[src/rtl/alu_pkg.sv]
// Shared definitions for the ALU command sequencer: opcodes, flag bit
// positions, sequencer FSM states and a flag-packing helper.
package alu_pkg;

    localparam logic [3:0] OP_ADD = 4'b0000;
    localparam logic [3:0] OP_SUB = 4'b0001;
    localparam logic [3:0] OP_MUL = 4'b0010;
    localparam logic [3:0] OP_DIV = 4'b0011;
    localparam logic [3:0] OP_MOD = 4'b0100;
    localparam logic [3:0] OP_AND = 4'b0101;
    localparam logic [3:0] OP_OR  = 4'b0110;
    localparam logic [3:0] OP_XOR = 4'b0111;
    localparam logic [3:0] OP_NOT = 4'b1000;
    localparam logic [3:0] OP_SHL = 4'b1001;
    localparam logic [3:0] OP_SHR = 4'b1010;
    localparam logic [3:0] OP_SRA = 4'b1011;
    localparam logic [3:0] OP_EQ  = 4'b1100;
    localparam logic [3:0] OP_LT  = 4'b1101;

    localparam int FLG_Z = 0;
    localparam int FLG_C = 1;
    localparam int FLG_V = 2;
    localparam int FLG_S = 3;
    localparam int FLG_E = 4;

    // Flags reported when the ALU never answered: error only.
    localparam logic [4:0] FLAGS_TIMEOUT = 5'b10000;

    typedef enum logic [1:0] {
        ST_IDLE  = 2'b00,
        ST_ISSUE = 2'b01,
        ST_WAIT  = 2'b10,
        ST_RESP  = 2'b11
    } seq_state_e;

    function automatic logic [4:0] pack_flags(
        input logic e, input logic s, input logic v, input logic c, input logic z
    );
        logic [4:0] f;
        f        = 5'b00000;
        f[FLG_E] = e;
        f[FLG_S] = s;
        f[FLG_V] = v;
        f[FLG_C] = c;
        f[FLG_Z] = z;
        return f;
    endfunction

endpackage

[src/rtl/alu_cmd_fifo.sv]
// Command FIFO for the sequencer: registered storage, read/write pointers
// that wrap modulo DEPTH, and an occupancy count for full/empty.
module alu_cmd_fifo
    import alu_pkg::*;
#(
    parameter int W     = 20,
    parameter int DEPTH = 4
) (
    input  logic         clk,
    input  logic         rst_n,
    input  logic         i_push,
    input  logic         i_pop,
    input  logic [W-1:0] i_data,
    output logic         o_full,
    output logic         o_empty,
    output logic [W-1:0] o_head
);

    localparam int PTR_W = (DEPTH > 1) ? $clog2(DEPTH) : 1;
    localparam int CNT_W = $clog2(DEPTH) + 1;

    logic [W-1:0]     r_mem [DEPTH];
    logic [PTR_W-1:0] r_wr_ptr;
    logic [PTR_W-1:0] r_rd_ptr;
    logic [CNT_W-1:0] r_count;
    logic             w_push_ok;
    logic             w_pop_ok;

    assign o_full    = (r_count == CNT_W'(DEPTH));
    assign o_empty   = (r_count == {CNT_W{1'b0}});
    assign w_push_ok = i_push && !o_full;
    assign w_pop_ok  = i_pop && !o_empty;
    assign o_head    = r_mem[r_rd_ptr];

    // Entry storage, written at the tail on an accepted push.
    always_ff @(posedge clk or negedge rst_n) begin
        if (!rst_n) begin
            for (int i = 0; i < DEPTH; i++) begin
                r_mem[i] <= {W{1'b0}};
            end
        end else if (w_push_ok) begin
            r_mem[r_wr_ptr] <= i_data;
        end
    end

    // Pointers and occupancy; simultaneous push and pop leave the count unchanged.
    always_ff @(posedge clk or negedge rst_n) begin
        if (!rst_n) begin
            r_wr_ptr <= {PTR_W{1'b0}};
            r_rd_ptr <= {PTR_W{1'b0}};
            r_count  <= {CNT_W{1'b0}};
        end else begin
            if (w_push_ok) begin
                r_wr_ptr <= r_wr_ptr + PTR_W'(1);
            end
            if (w_pop_ok) begin
                r_rd_ptr <= r_rd_ptr + PTR_W'(1);
            end
            case ({w_push_ok, w_pop_ok})
                2'b10:   r_count <= r_count + CNT_W'(1);
                2'b01:   r_count <= r_count - CNT_W'(1);
                default: r_count <= r_count;
            endcase
        end
    end

endmodule

[src/rtl/alu_cmd_seq.sv]
// Initiator for the start/ready ALU: queues host commands, issues them one at
// a time, guards each with a timeout. Optional error counter: ALU_SEQ_ERRCNT_EN.
module alu_cmd_seq
    import alu_pkg::*;
#(
    parameter int N       = 8,
    parameter int DEPTH   = 4,
    parameter int TIMEOUT = 15
) (
    input  logic           clk,
    input  logic           rst_n,
    input  logic           cmd_valid,
    output logic           cmd_ready,
    input  logic [3:0]     cmd_op,
    input  logic [N-1:0]   cmd_a,
    input  logic [N-1:0]   cmd_b,
    output logic           alu_start,
    output logic [3:0]     alu_opcode,
    output logic [N-1:0]   alu_A,
    output logic [N-1:0]   alu_B,
    input  logic           alu_ready,
    input  logic [2*N-1:0] alu_result,
    input  logic           alu_Z,
    input  logic           alu_C,
    input  logic           alu_V,
    input  logic           alu_S,
    input  logic           alu_E,
    output logic           rsp_valid,
    input  logic           rsp_ready,
    output logic [2*N-1:0] rsp_result,
    output logic [4:0]     rsp_flags,
    output logic           rsp_timeout,
`ifdef ALU_SEQ_ERRCNT_EN
    output logic [7:0]     err_count,
`endif
    output logic           busy
);

    localparam int         FW      = 4 + 2 * N;
    localparam logic [7:0] TO_LAST = 8'(TIMEOUT - 1);

    seq_state_e     r_state;
    seq_state_e     w_state_nxt;
    logic           w_full;
    logic           w_empty;
    logic [FW-1:0]  w_head;
    logic           w_pop;
    logic           w_ld_ready;
    logic           w_ld_timeout;
    logic           w_rsp_hs;
    logic           w_cnt_hit;

    logic           r_alu_start;
    logic [3:0]     r_alu_opcode;
    logic [N-1:0]   r_alu_a;
    logic [N-1:0]   r_alu_b;
    logic [7:0]     r_wait_cnt;
    logic           r_rsp_valid;
    logic [2*N-1:0] r_rsp_result;
    logic [4:0]     r_rsp_flags;
    logic           r_rsp_timeout;

    alu_cmd_fifo #(
        .W     (FW),
        .DEPTH (DEPTH)
    ) u_fifo (
        .clk     (clk),
        .rst_n   (rst_n),
        .i_push  (cmd_valid),
        .i_pop   (w_pop),
        .i_data  ({cmd_op, cmd_a, cmd_b}),
        .o_full  (w_full),
        .o_empty (w_empty),
        .o_head  (w_head)
    );

    assign cmd_ready = !w_full;
    assign busy      = (r_state != ST_IDLE) || !w_empty;
    assign w_cnt_hit = (r_wait_cnt == TO_LAST);

    // FSM state register.
    always_ff @(posedge clk or negedge rst_n) begin
        if (!rst_n) begin
            r_state <= ST_IDLE;
        end else begin
            r_state <= w_state_nxt;
        end
    end

    // Next state and per-cycle control strobes; a ready pulse beats the timeout.
    always_comb begin
        w_state_nxt  = r_state;
        w_pop        = 1'b0;
        w_ld_ready   = 1'b0;
        w_ld_timeout = 1'b0;
        w_rsp_hs     = 1'b0;
        case (r_state)
            ST_IDLE: begin
                if (!w_empty) begin
                    w_pop       = 1'b1;
                    w_state_nxt = ST_ISSUE;
                end else begin
                    w_state_nxt = ST_IDLE;
                end
            end
            ST_ISSUE: begin
                w_state_nxt = ST_WAIT;
            end
            ST_WAIT: begin
                if (alu_ready) begin
                    w_ld_ready  = 1'b1;
                    w_state_nxt = ST_RESP;
                end else if (w_cnt_hit) begin
                    w_ld_timeout = 1'b1;
                    w_state_nxt  = ST_RESP;
                end else begin
                    w_state_nxt = ST_WAIT;
                end
            end
            ST_RESP: begin
                if (rsp_ready) begin
                    w_rsp_hs    = 1'b1;
                    w_state_nxt = ST_IDLE;
                end else begin
                    w_state_nxt = ST_RESP;
                end
            end
            default: begin
                w_state_nxt = ST_IDLE;
            end
        endcase
    end

    // Issue registers: loaded on pop so they hold the command through ISSUE and beyond.
    always_ff @(posedge clk or negedge rst_n) begin
        if (!rst_n) begin
            r_alu_start  <= 1'b0;
            r_alu_opcode <= 4'b0000;
            r_alu_a      <= {N{1'b0}};
            r_alu_b      <= {N{1'b0}};
        end else begin
            r_alu_start <= w_pop;
            if (w_pop) begin
                r_alu_opcode <= w_head[FW-1 -: 4];
                r_alu_a      <= w_head[2*N-1 -: N];
                r_alu_b      <= w_head[N-1:0];
            end
        end
    end

    // Wait-cycle counter, cleared while the start pulse is out.
    always_ff @(posedge clk or negedge rst_n) begin
        if (!rst_n) begin
            r_wait_cnt <= 8'h00;
        end else if (r_state == ST_ISSUE) begin
            r_wait_cnt <= 8'h00;
        end else if (r_state == ST_WAIT) begin
            r_wait_cnt <= r_wait_cnt + 8'h01;
        end
    end

    // Response channel: fields only change on entry to RESP, so they are stable until accepted.
    always_ff @(posedge clk or negedge rst_n) begin
        if (!rst_n) begin
            r_rsp_valid   <= 1'b0;
            r_rsp_result  <= {(2*N){1'b0}};
            r_rsp_flags   <= 5'b00000;
            r_rsp_timeout <= 1'b0;
        end else if (w_ld_ready) begin
            r_rsp_valid   <= 1'b1;
            r_rsp_result  <= alu_result;
            r_rsp_flags   <= pack_flags(alu_E, alu_S, alu_V, alu_C, alu_Z);
            r_rsp_timeout <= 1'b0;
        end else if (w_ld_timeout) begin
            r_rsp_valid   <= 1'b1;
            r_rsp_result  <= {(2*N){1'b0}};
            r_rsp_flags   <= FLAGS_TIMEOUT;
            r_rsp_timeout <= 1'b1;
        end else if (w_rsp_hs) begin
            r_rsp_valid <= 1'b0;
        end
    end

`ifdef ALU_SEQ_ERRCNT_EN
    logic [7:0] r_err_count;

    // Saturating count of accepted responses carrying the error flag.
    always_ff @(posedge clk or negedge rst_n) begin
        if (!rst_n) begin
            r_err_count <= 8'h00;
        end else if (w_rsp_hs && r_rsp_flags[FLG_E] && (r_err_count != 8'hFF)) begin
            r_err_count <= r_err_count + 8'h01;
        end
    end

    assign err_count = r_err_count;
`endif

    assign alu_start   = r_alu_start;
    assign alu_opcode  = r_alu_opcode;
    assign alu_A       = r_alu_a;
    assign alu_B       = r_alu_b;
    assign rsp_valid   = r_rsp_valid;
    assign rsp_result  = r_rsp_result;
    assign rsp_flags   = r_rsp_flags;
    assign rsp_timeout = r_rsp_timeout;

endmodule

[config.mk]
export PLATFORM = sky130hd
export DESIGN_NAME = alu_cmd_seq
export DESIGN_NICKNAME = d
export VERILOG_FILES = /design/src/rtl/alu_pkg.sv /design/src/rtl/alu_cmd_fifo.sv /design/src/rtl/alu_cmd_seq.sv
export SDC_FILE = /design/constraint.sdc
export NUM_CORES = 1
export LEC_CHECK = 0
export ABC_AREA = 1
export BUFFER_PORTS_ARGS = -buffer_cell sky130_fd_sc_hd__buf_2
export CAP_MARGIN = 5
export CELL_PAD_IN_SITES_DETAIL_PLACEMENT = 0
export CELL_PAD_IN_SITES_GLOBAL_PLACEMENT = 1
export CORE_MARGIN = 2
export CORE_UTILIZATION = 46
export DETAILED_ROUTE_END_ITERATION = 10
export GPL_TIMING_DRIVEN = 0
export PLACE_DENSITY_LB_ADDON = 0.1
export SYNTH_ARGS = -nofsm -noshare
export SYNTH_HDL_FRONTEND = slang
export SYNTH_SLANG_ARGS = --single-unit
[constraint.sdc]
create_clock -name clk -period 6 [get_ports clk]
set_input_delay 0.6 -clock clk [delete_from_list [all_inputs] [get_ports clk]]
set_output_delay 0.6 -clock clk [all_outputs]
set_load 0.02 [all_outputs]
# After elaboration in Yosys (flattened, before gate mapping)

Cells that the tools add are included.

Bits in registers: 141
Input port bits: 46
Output and inout bits: 46
Logic and storage cells: 79

$add $sub $neg: 5
$lt $le $gt $ge: 3
Eq/ne operators: 7
Multiplexer cells: 32
Bitwise operators: 2
Reduce and logical (&&, ||, !) cells: 13

Operator list:

| cell                                                      | number |
|---|---|
| bitwise mux 80 bit                                        | 1 |
| 2-to-1 mux 20 bit                                         | 3 |
| binary-select mux 20 bit (select 2 bit)                   | 1 |
| demux 20 bit (select 2 bit)                               | 1 |
| 2-to-1 mux 16 bit                                         | 2 |
| 2-to-1 mux 1 bit                                          | 17 |
| 2-to-1 mux 8 bit                                          | 2 |
| 2-to-1 mux 5 bit                                          | 2 |
| adder 8 x 1 -> 8 bit (second input constant)              | 1 |
| equality test 8 x 4 -> 1 bit (second input constant)      | 1 |
| case mux 2 bit (4 select lines)                           | 1 |
| nonzero test 2 bit                                        | 4 |
| equality test 2 bit (second input constant)               | 3 |
| greater-or-equal comparator 3 bit (second input constant) | 2 |
| inverter 2 -> 3 bit                                       | 2 |
| case mux 3 bit (2 select lines)                           | 1 |
| adder 2 x 1 -> 2 bit (second input constant)              | 2 |
| equality test 2 x 1 -> 1 bit (second input constant)      | 2 |
| adder 3 x 1 -> 3 bit (second input constant)              | 1 |
| equality test 3 bit (second input constant)               | 1 |
| logical AND 1 bit                                         | 3 |
| logical NOT 3 bit                                         | 1 |
| < comparator 3 x 1 -> 1 bit (second input constant)       | 1 |
| nonzero test 3 bit                                        | 1 |
| 5 further kinds                                           | 6 |

# Depth between registers and ports, before layout

Gate-level depths: netlist of the first run.

Word-level depth: 6
Gate-level depth with buffers: 10
Gate-level depth less buffers: 9

# Hierarchy

A second synthesis of the first run with hierarchy kept.

Cells, all modules: 816
Area, all modules: 6791.5 sq um

Modules (own cells, without submodules):

| module       | times used | cells an instance | area each (sq um) | sequential area each (sq um) |
|---|---|---|---|---|
| alu_cmd_fifo | 1          | 547               | 4356.7            | 2177.1 |
| alu_cmd_seq  | 1          | 269               | 2434.8            | 1351.3 |

# Worst setup path before layout of the first run

OpenSTA, ideal clock, no wires.

Path kind: reg-to-reg
Start point: register r_state[0]
End point: register u_fifo.r_count[2]
Library setup time: 0.131 ns
Arrival: 1.921 ns
Data required time: 5.869 ns
Path slack: 3.948 ns
Cell stages (with the launch flop): 11
Buffers on the path: 1
Clock period less this slack: 2.052 ns
Cell sequence: dfrtp_1 inv_1 ha_1 nand2_1 inv_1 buf_2 ha_1 fa_1 a21oi_1 o21ai_0 xor2_1

Cells in the longest elaborated chain, start to end: 5
Elaborated cells between the ends (all ways): 7
Those cells by class: 2 x eq/ne; 2 x mux; 3 x reduce/logical

RTL lines:

| item                                                                  | RTL line           | source |
|---|---|---|
| from (decl)                                                           | alu_cmd_seq.sv:42  | `seq_state_e r_state;` |
| from (signal assigned)                                                | alu_cmd_seq.sv:86  | `r_state <= w_state_nxt;` |
| logical NOT 2 bit *                                                   | alu_cmd_seq.sv:97  | `case (r_state)` |
| 2-to-1 mux 1 bit *                                                    | alu_cmd_seq.sv:97  |  |
| via u_fifo.i_pop                                                      | alu_cmd_fifo.sv:12 | `input logic i_pop,` |
| logical AND 1 bit *                                                   | alu_cmd_fifo.sv:32 | `assign w_pop_ok = i_pop && !o_empty;` |
| equality test 2 x 1 -> 1 bit or equality test 2 bit (tied branches)   | alu_cmd_fifo.sv:59 | `case ({w_push_ok, w_pop_ok})` |
| case mux 3 bit (2 select lines) or nonzero test 2 bit (tied branches) | n/a                |  |
| to (signal assigned)                                                  | alu_cmd_fifo.sv:60 | `2'b10: r_count <= r_count + CNT_W'(1);` |
| to (signal assigned)                                                  | alu_cmd_fifo.sv:61 | `2'b01: r_count <= r_count - CNT_W'(1);` |
| to (signal assigned)                                                  | alu_cmd_fifo.sv:62 | `default: r_count <= r_count;` |
| to (decl)                                                             | alu_cmd_fifo.sv:25 | `logic [CNT_W-1:0] r_count;` |

Mark *: on every way through the listed nets, which the timed path passes. The rest lies on a longest branch.
A chain may end at the register's enable or synchronous reset.

# Worst setup path in the final report of the first run

Ends and elaborated chain as after synthesis.

==> results of run 1 <==
-- logic make-up after synthesis --
group                    Yosys count
AO/OA/AOI/OAI                    154
AND/OR/NAND/NOR                  344
adder cells (fa/ha/maj)           13
flip-flops                       141
XOR/XNOR                           4
buffers and inverters            113
-- flip-flops by register name (all words and copies together) (netlist names) --
signal	flops
alu_A	8
alu_B	8
r_state	2
u_fifo.r_mem	80
rsp_flags	5
u_fifo.r_wr_ptr	2
rsp_result	16
u_fifo.r_count	3
rsp_timeout	1
alu_start	1
u_fifo.r_rd_ptr	2
rsp_valid	1
r_wait_cnt	8
alu_opcode	4
-- through the flow --
step / area [sq um] / hold slack [ns] / instances / total power [mW] / setup slack (ns)
4_1_cts: 7830 / 0.148 / 1073 / 4.63 / 3.57
6_report: 7830 / 0.131 / 1073 / 4.59 / 3.54
3_3_place_gp: 7170 / 0.456 / 1040 / 3.44 / 2.38
3_5_place_dp: 7200 / 0.461 / 1041 / 3.50 / 3.59
2_1_floorplan: 6480 / 0.304 / 769 / 2.92 / 3.95
5_1_grt: 7830 / 0.180 / 1073 / 4.97 / 3.36
-- final cells by class --
cell class,count,area (sq um)
Tap cell,180,225
Timing Repair Buffer,92,489
Inverter,68,255
Clock inverter,9,133
Fill cell,1296,6000
Buffer,45,280
Multi-Input combinational cell,515,2420
Clock buffer,23,498
Sequential cell,141,3530
-- power by group through the flow --
stage	registers, mW	logic, mW	clock network, mW
after floorplan	1.74	1.18	0
after global placement	1.59	1.85	0
after detailed placement	1.61	1.89	0
after CTS	1.60	1.91	1.13
after global routing	1.65	2.15	1.17
final	1.60	1.89	1.11
-- worst reg2reg max path, cell delays in order, from the launching register on --
cell and delay [ns]:
dfrtp_1 0.38, inv_1 0.10, ha_1 0.23, nand2_1 0.22
inv_1 0.12, buf_2 0.22, ha_1 0.25, fa_1 0.39
a21oi_1 0.15, o21ai_0 0.11, xor2_1 0.16
-- worst max path at each step --
stage / from / end / slack [ns]
floorplan: r_state[0]$_DFF_PN0_ / u_fifo.r_count[2]$_DFFE_PN0P_ / 3.95
global placement: rst_n / rsp_result[1]$_DFFE_PN0P_ / 2.38
detailed placement: r_state[0]$_DFF_PN0_ / u_fifo.r_count[2]$_DFFE_PN0P_ / 3.59
CTS: r_state[0]$_DFF_PN0_ / u_fifo.r_count[2]$_DFFE_PN0P_ / 3.57
global route: r_state[1]$_DFF_PN0_ / u_fifo.r_count[2]$_DFFE_PN0P_ / 3.36
finish: r_state[0]$_DFF_PN0_ / u_fifo.r_count[2]$_DFFE_PN0P_ / 3.54
-- metal layers --
layer,track usage [%],vias to the layer above,wire length (um)
met1,30.6,2488,7290
met3,4.83,20,935
met5,0,-,13
met4,7.33,2,218
met2,34.7,132,6960
li1,-,2671,-
-- Yosys cell counts --
cell type / instances / area (sq um)
a211oi_1: 1 / 7.51
a21boi_0: 1 / 7.51
a21oi_1: 28 / 140
and3_1: 1 / 6.26
buf_2: 26 / 130
buf_4: 1 / 7.51
buf_6: 7 / 78.8
buf_8: 2 / 30.0
clkbuf_1: 9 / 33.8
dfrtp_1: 141 / 3530
fa_1: 1 / 20.0
ha_1: 12 / 150
inv_1: 65 / 244
inv_2: 3 / 11.3
nand2_1: 289 / 1080
nand2_4: 1 / 11.3
nand3_1: 27 / 135
nand3_2: 2 / 20.0
nand4_1: 1 / 6.26
nor2_1: 18 / 67.6
nor2_2: 2 / 12.5
nor2_8: 2 / 40.0
o211ai_1: 20 / 150
o21ai_0: 52 / 260
o21ai_1: 52 / 260
or2_2: 1 / 6.26
xnor2_1: 1 / 8.76
xor2_1: 3 / 26.3
==> impl_results.md, run 1 <==
- Max Clock Freq: just over 400 MHz
- Hold buffers post-CTS: 0
- Via density: 4.95
- Rel. slew slack: between 60% and 70%
- Levels on crit path: 10
- Slew Viols, Final: 0
- Initial DRC count: between 300 and 400
- Crit path arrival time: between 2 and 3 ns
- I/O pin count: a little over 90
- Clock-pin slew on the worst setup and hold paths: roughly 0.06 ns
- Post-CTS resize count: 0
- Most frequent cells in the layout: nand2_1 (289), dfrtp_1 (141), buf_2 (116)
- Clock skew: roughly 0.0066 ns
- Reg2reg start: r_state[0]$_DFF_PN0_
- Post-Syn Area: between 6000 and 7000 sq um
- Wire length per cell: between 10 and 15 um
- Gate Count Post-Synth: just under 800
- Worst slew pin tran: 0.537 ns
- Post-DP HPWL: 10900 um
- CP Max Fanout: 11
- Worst hold path type: input pin to async pin
- FF-to-FF End: u_fifo.r_count[2]$_DFFE_PN0P_
- Number of CTS-inserted buffers: 17
- YS warnings: 0
- Netlist cell types: 28
- Fraction of synthesized area in multiplexers: 0%
- Num rows: 43
- Global-route usage over all layers: ~22%
- H-tree depth: 4
- Switching part of the total power: between 40% and 50%
- Clock sinks: 141
- Status: finished clean
- Total grt overflow: 0
- ANT cells: 0
- Largest net degree at the start of global routing: 85
- R2R cell count: 10
- # setup viols final: 0
- PortBufs: between 90 and 100
- CP endpoint kind: flip-flop
- Part of the power in the clock network: roughly a quarter
- Yosys reg bits: between 100 and 150
- Syn_nets: between 800 and 900
- Final WL: 15400 um
- Final Cycle Share: 41.0%
- Most common cell after layout, fill and taps aside: nand2_1
- Combinational cell fraction of total power: about 40%
- Root Buffer: clkbuf_16
- Layout cells sized above 1: about a fifth
- Routability cong.: approximately 0.8
- Largest family of logic cells by synthesized area: simple AND/OR/NAND/NOR gates
- Critical Path, Cell by Cell: inv_1 > ha_1 > nand2_1 > inv_1 > buf_2 > ha_1 > fa_1 > a21oi_1 > o21ai_0 > xor2_1
- Initial Util: 46.9%
- Vias in the first global route: approximately 5200
- Worst setup SP type: flip-flop
- Post-Synth XOR/XNOR Area: less than 1%
- VDD IR-drop max: about 0.23 mV
- Unrepaired setup endpoints after global routing: false
- CORE AREA: approximately 14000 sq um
- Initial antenna violation count: 1
- Final core occ: between 50 and 60%
- Clock Latency Late Sink: 0.42 ns
- Clock Tree Buf Depth: 2
- Fin crit period: 2.46 ns
- NetSw: roughly 1.8 mW
- Die Y: 123 um
- Synth Area in Compound Gates: about an eighth
- Leak: 4.16 nW
- Worst path bufs/invs: 3
- Slowest CP cell: fa_1
- CTS tree: yes
- Adder-Cell Fraction of Synth Area: roughly 2.6%
- Drt drc: 0
- Area delta synth->final: 20.7%
- Setup_tns: 0 ns
- Sequential cell area fraction in the yosys report: a little over half
- Reg power frac: a little over a third
- Hold Violations, Final: 0
- Total number of vias: 5313
- Pre-antenna DRT Iters: 5
- Critical path class: flip-flop to flip-flop
- Avg Cell Area, Syn: approximately 8.4 sq um
- Die width: between 100 and 150 um
- Slowest cell delay on critical path: about 0.39 ns
- First-pass GRT wire length: 25600 um
- Die Footprint: 15100 sq um
- Synth Area in Simple Gates: a little over a fifth
- Pwr dens: around 590 nW/um^2
- Final #Nets: between 900 and 1000
- Post-CTS Repair Setup Buffers: 0
- Req. time, crit path: approximately 6.3 ns
- Flop-to-flop setup slack: 3.54 ns
- Post-route antenna net violation count: 0
- Cell family with most CP delay: adder cells
- Max Cap Viol: 0
- Internal power: around 2.8 mW
Power figures use the tool's default switching activity.
==> inputs of run 2 (changes only) <==
- CORE_UTILIZATION: 46 -> 39
- clock period: 6 -> 2 ns (I/O delays scaled with it)
==> impl_results.md, run 2 (same netlist as run 1, synthesis figures left out) <==
- Crit path arrival time: 2.19 ns
- Pre-antenna DRT Iters: 5
- Post-route antenna net violation count: 0
- Cells after DPL: about 1100
- Pwr dens: 1720 nW/um^2
- Slowest CP cell: dfrtp_1
- Rel. slew slack: 58.2%
- Num rows: between 40 and 50
- Worst slew pin tran: ~0.63 ns
- PortBufs: 91
- Clock sinks: approximately 140
- CP Max Fanout: 10
- Total grt overflow: 0
- Unrepaired setup endpoints after global routing: false
- Routability cong.: roughly 0.83
- Clock Tree Buf Depth: 2
- Slew Viols, Final: 0
- Initial antenna violation count: 0
- Final #Nets: just under 1000
- Initial Util: between 30% and 40%
- Total number of vias: 5544
- Final Cycle Share: a little over nine tenths
- Clock skew: a little under 0.008 ns
- Slowest cell delay on critical path: 0.37 ns
- Worst setup SP type: flip-flop
- Die width: about 130 um
- Post-DP HPWL: approximately 12000 um
- Req. time, crit path: approximately 2.3 ns
- ANT cells: 0
- Wire length per cell: between 15 and 20 um
- Fin crit period: 1.88 ns
- Largest net degree at the start of global routing: 79
- Vias in the first global route: 5487
- Most common cell after layout, fill and taps aside: nand2_1
- Die Footprint: around 18000 sq um
- Fillers: between 1500 and 2000
- Leak: roughly 4.3 nW
- Clock-pin slew on the worst setup and hold paths: approximately 0.06 ns
- Most frequent cells in the layout: nand2_1 (288), dfrtp_1 (141), buf_2 (115)
- Critical Path, Cell by Cell: inv_2 > buf_12 > nand3_4 > nand2_8 > buf_8 > ha_4 > fa_2 > a21oi_2 > o21ai_1 > xor2_1
- Max reg flops: 80
- Number of CTS-inserted buffers: 17
- Register Area: roughly 3500 sq um
- Via density: ~4.9
- Multi-input logic area: approximately 2500 sq um
- VDD IR-drop max: approximately 0.89 mV
- Hold Violations, Final: 0
- Status: finished clean
- Initial DRC count: 352
- Clock Latency Late Sink: about 0.42 ns
- Max Cap Viol: 0
- I/O pin count: slightly above 90
- H-tree depth: 4
- Worst hold path type: input pin to flip-flop
- Final WL: about 17000 um
- Max Clock Freq: approximately 530 MHz
- Area delta synth->final: 26.5%
- Post-DP Area: slightly above 7000 sq um
- Root Buffer: clkbuf_16
- Post-Layout Inst Area: 8200 sq um
- Largest Register: u_fifo.r_mem
- Drt drc: 0
- Global-route usage over all layers: a little over a fifth
- CP endpoint kind: flip-flop
- Layout cells sized above 1: 20.6%
- Die Y: 133 um
- # setup viols final: 0
- Final Non-Filler Cells: between 1000 and 1500
- CORE AREA: ~16000 sq um
- CTS tree: yes
- Critical path class: flip-flop to flip-flop
- First-pass GRT wire length: between 20000 and 30000 um
run 2: cell types whose count changed in the layout (fill, tap and decap cells not counted), sizes merged:
| cell | delta |
|---|---|
| buf | +9 |
| clkbuf | -5 |
| clkinv | -1 |
| clkinvlp | +4 |
| dlygate4sd3 | +21 |
| inv | +2 |
run 2: layout make-up:
class / count / area share (%)
inverters: 68 / 3.14
well taps: 220 / 3.36
flip-flops and latches: 141 / 43.0
plain buffers: 43 / 3.17
repair buffers: 124 / 9.69
clock buffers: 18 / 5.35
multi-input cells: 515 / 30.2
clock inverters: 14 / 2.04
run 2: worst max-delay path, delay by kind of cell (launching register included):
| family | cells | cell delay (ns) |
|---|---|---|
| adder cells (fa/ha/maj) | 2 | 0.53 |
| flip-flops | 1 | 0.37 |
| buffers and inverters | 3 | 0.34 |
| AO/OA/AOI/OAI | 2 | 0.21 |
| AND/OR/NAND/NOR | 2 | 0.16 |
| XOR/XNOR | 1 | 0.16 |
run 2: through the flow:
stage / total power [mW] / setup WS (ns) / util (%) / setup TNS, ns / hold WS [ns]
final: 14.1 / 0.118 / 50.0 / 0 / 0.0370
after global routing: 15.3 / 0.0213 / 50.0 / 0 / 0.0269
after CTS: 14.2 / 0.000634 / 49.7 / 0 / 0.0252
after detailed placement: 10.7 / -0.425 / 44.3 / -0.666 / 0.246
after global placement: 10.5 / -1.30 / 44.1 / -180.86 / 0.404
after floorplan: 8.78 / 0.00839 / - / 0 / -0.0956
run 2: per-layer routing:
metal	vias to the layer above	GRT usage, %	wire length [um]	share of wire, %
met1	2668	27.8	7740	45
li1	2728	-	-	-
met4	0	5.85	272	1.6
met2	122	35.3	8570	50
met3	26	4.37	716	4.1
met5	-	0	0	0
run 2: timing repair:
| action | in CTS | in global routing |
|---|---|---|
| gates cloned | 0 | 0 |
| hold endpoints to repair | 83 | 0 |
| gates resized for setup | 9 | 6 |
| buffers inserted | 7 | 4 |
| pin swaps | 1 | 7 |
| setup endpoints to repair | 2 | 2 |
| hold buffers | 21 | 0 |
run 2: worst paths after layout:
path / slack (ns) / endpoint / cells past startpoint / startpoint
setup / recovery: 0.12 / u_fifo.r_count[2]$_DFFE_PN0P_ / 10 / u_fifo.r_count[1]$_DFFE_PN0P_
hold reg to reg: 0.47 / u_fifo.r_mem[66]$_DFFE_PN0P_ / 2 / u_fifo.r_mem[66]$_DFFE_PN0P_
min in group asynchronous: 0.35 / u_fifo.r_mem[61]$_DFFE_PN0P_ / 2 / rst_n
setup reg to reg: 0.12 / u_fifo.r_count[2]$_DFFE_PN0P_ / 10 / u_fifo.r_count[1]$_DFFE_PN0P_
max in group asynchronous: 0.85 / u_fifo.r_mem[72]$_DFFE_PN0P_ / 3 / rst_n
hold / removal: 0.04 / u_fifo.r_mem[39]$_DFFE_PN0P_ / 3 / cmd_op[3]
run 2: report_power, final:
part	switching, mW	internal, mW
Combinational	3.94	2.16
Clock	1.25	1.99
Sequential	0.583	4.20
Total	5.77	8.34
==> inputs of run 3 (changes only) <==
- RECOVER_POWER: not set -> 25
- SYNTH_HIERARCHICAL: not set -> 1
==> impl_results.md, run 3 <==
- Routability cong.: approximately 0.87
- Final WL: between 15000 and 20000 um
- Final setup margin: approximately 0.070 ns
- Place WS: -0.204 ns
- Global-route usage over all layers: a little over a fifth
- Clock sinks: approximately 140
- Internal power: roughly 8.4 mW
- Worst setup SP type: flip-flop
- Vias in the first global route: around 5700
- Asr flop ratio synth: between 90% and 100%
- CTS tree: yes
- Reg2reg start: r_state[1]$_DFF_PN0_
- Final Cycle Share: ~96%
- VDD IR-drop max: roughly 0.77 mV
- Reg power frac: about a third
- Critical path class: flip-flop to flip-flop
- Top post-synthesis cells by area: dfrtp_1 (52%), nand2_1 (17%), nand4_1 (7.5%)
- Slowest cell delay on critical path: roughly 0.40 ns
- Leak: 4.38 nW
- YS warnings: 6
- Most common cell after layout, fill and taps aside: nand2_1
- Post-DP HPWL: about 13000 um
- # setup viols final: 0
- Cell mode on critical path: inv_2
- CP endpoint kind: flip-flop
- Fillers: 1700
- Post-DP Area: roughly 7600 sq um
- Avg Cell Area, Syn: about 8.3 sq um
- Largest net degree at the start of global routing: 93
- Status: finished clean
- Combinational cell fraction of total power: a little over two fifths
- Top FF cell, synth: dfrtp_1
- Yosys reg bits: 141
- Initial DRC count: between 300 and 400
- Die Y: ~140 um
- Setup_tns: 0 ns
- Max Clock Freq: between 500 and 600 MHz
- Yosys top cell area share: roughly 52%
- CP Max Fanout: 4
- Layout cells sized above 1: about a fifth
- Critical Path, Cell by Cell: inv_2 > ha_4 > inv_1 > nor2_4 > nand2_2 > inv_2 > ha_4 > inv_2 > fa_2 > nand2_2 > nand3_1 > nand2_1 > nand2_1
- First-pass GRT wire length: 29600 um
- Total number of vias: 5937
- I/O pin count: slightly above 90
- Initial antenna violation count: 0
- ANT cells: 0
- Crit path arrival time: ~2.2 ns
- Initial Util: 39.5%
- Req. time, crit path: between 2 and 2.5 ns
- Worst slew pin tran: between 0.8 and 0.9 ns
- Slowest CP cell: fa_2
- Netlist cell types: 28
- Post-synth EDFFs: 0
- PortBufs: 90
- Num rows: 48
- Worst path bufs/invs: 4
- Root Buffer: clkbuf_16
- Clock-pin slew on the worst setup and hold paths: roughly 0.060 ns
- Post-Layout Inst Area: approximately 8500 sq um
- Largest Register: u_fifo/r_mem
- H-tree depth: 4
- Cell family with most CP delay: adder cells
- Clock Latency Late Sink: between 0.4 and 0.5 ns
- Slew Viols, Final: 0
- Via density: 4.96
- Hold Crit Start: alu_E
- Area delta synth->final: 25.1%
- Flop-to-flop setup slack: roughly 0.070 ns
- Sequential cell area fraction in the yosys report: ~52%
- Drt drc: 0
- Most frequent cells in the layout: nand2_1 (297), dfrtp_1 (141), buf_2 (87)
- Hold path depth: 4
- Commonest cells in the netlist: nand2_1 (302), dfrtp_1 (141), nand4_1 (81)
- Post-Syn Area: between 6000 and 7000 sq um
- Clock Tree Buf Depth: 2
- Number of CTS-inserted buffers: 17
- NetSw: slightly below 6 mW
- FF-to-FF End: u_fifo/r_count[2]$_DFFE_PN0P_
- Die Footprint: ~18000 sq um
- Wire length per cell: between 15 and 20 um
- Count leader, synth: nand2_1
- Final Non-Filler Cells: 1197
- Fin crit period: 1.93 ns
- Pwr dens: between 1500 and 2000 nW/um^2
- WHS Endpoint: rsp_flags[4]$_DFFE_PN0P_
- Die width: around 140 um
- Part of the power in the clock network: a little under a quarter
- Gate Count Post-Synth: ~800
- Leading area contributor after synthesis: dfrtp_1
- Hold Violations, Final: 0
- Total grt overflow: 0
- Clock skew: between 0.006 and 0.007 ns
- Final #Nets: around 1000
- Pre-antenna DRT Iters: 5
- Rel. slew slack: 42.6%
- Max Cap Viol: 0
- Cells after DPL: ~1100
- R2R cell count: 13
- Syn_nets: roughly 880
- CORE AREA: around 17000 sq um
- Switching part of the total power: roughly 41%
- Max reg flops: 80
- Post-route antenna net violation count: 0
- Critical Path Source: r_state[1]$_DFF_PN0_
- Worst hold path type: input pin to flip-flop
-- run 3: metal layers --
metal / vias to the layer above / wire (um) / track usage, %
li1: 2963 / - / -
met1: 2817 / 8990 / 29.4
met2: 141 / 8550 / 32.7
met3: 16 / 797 / 3.95
met4: 0 / 255 / 6.54
met5: - / 0 / 0
-- run 3: final cells by class --
type / instances / area (sq um) / share of cell area (%)
plain buffers: 56 / 319 / 3.75
clock buffers: 22 / 484 / 5.70
clock inverters: 10 / 136 / 1.60
inverters: 32 / 120 / 1.41
multi-input cells: 585 / 2880 / 33.9
flip-flops and latches: 141 / 3530 / 41.5
well taps: 225 / 282 / 3.31
repair buffers: 126 / 744 / 8.76
-- run 3: logic make-up after synthesis --
kind of cell / Yosys count / share of synthesized area [%]
and+or+nand+nor: 500 / 33.3
DFF: 141 / 52.0
buffers and inverters: 90 / 6.71
AOI/OAI and AO/OA: 71 / 5.45
adders and majority gates: 13 / 2.51
xor gates and xnor gates: 1 / 0.129
-- run 3: stage by stage --
step / hold WS, ns / total power [mW] / utilization (%)
2_1_floorplan: -0.0956 / 8.93 / -
3_3_place_gp: 0.402 / 10.6 / 43.9
3_5_place_dp: 0.182 / 10.8 / 44.1
4_1_cts: 0.0408 / 14.3 / 49.3
5_1_grt: 0.0633 / 15.5 / 49.5
6_report: 0.0572 / 14.4 / 49.5
-- run 3: worst max path at each step --
stage | endpoint | slack, ns | depth (start not counted)
final | u_fifo/r_count[2]$_DFFE_PN0P_ | 0.07 | 13
after floorplan | u_fifo/r_count[1]$_DFFE_PN0P_ | 0.008 | 11
after global routing | u_fifo/r_count[2]$_DFFE_PN0P_ | -0.03 | 13
after detailed placement | u_fifo/r_count[2]$_DFFE_PN0P_ | -0.20 | 14
after global placement | u_fifo/r_mem[23]$_DFFE_PN0P_ | -1.31 | 1
after CTS | u_fifo/r_count[1]$_DFFE_PN0P_ | 0.002 | 11
-- run 3: repair_timing --
| action | in CTS | in global routing |
|---|---|---|
| gates resized for setup | 6 | 12 |
| hold buffers | 21 | 0 |
| hold endpoints to repair | 69 | 0 |
| endpoints found under the setup margin | 2 | 2 |
| buffers inserted | 5 | 9 |
| pin swaps | 2 | 6 |
-- run 3: worst min-delay path: stages --
cell	delay, ns
buf_2	0.07
or2_2	0.09
nand2_1	0.04
nand2_1	0.04
-- run 3: power by group through the flow --
stage | Sequential (mW) | Combinational (mW) | Clock [mW]
global placement | 4.85 | 5.73 | 0
detailed placement | 4.91 | 5.87 | 0
floorplan | 5.25 | 3.67 | 0
CTS | 4.86 | 6.05 | 3.39
finish | 4.88 | 6.16 | 3.33
global route | 5.03 | 6.97 | 3.51
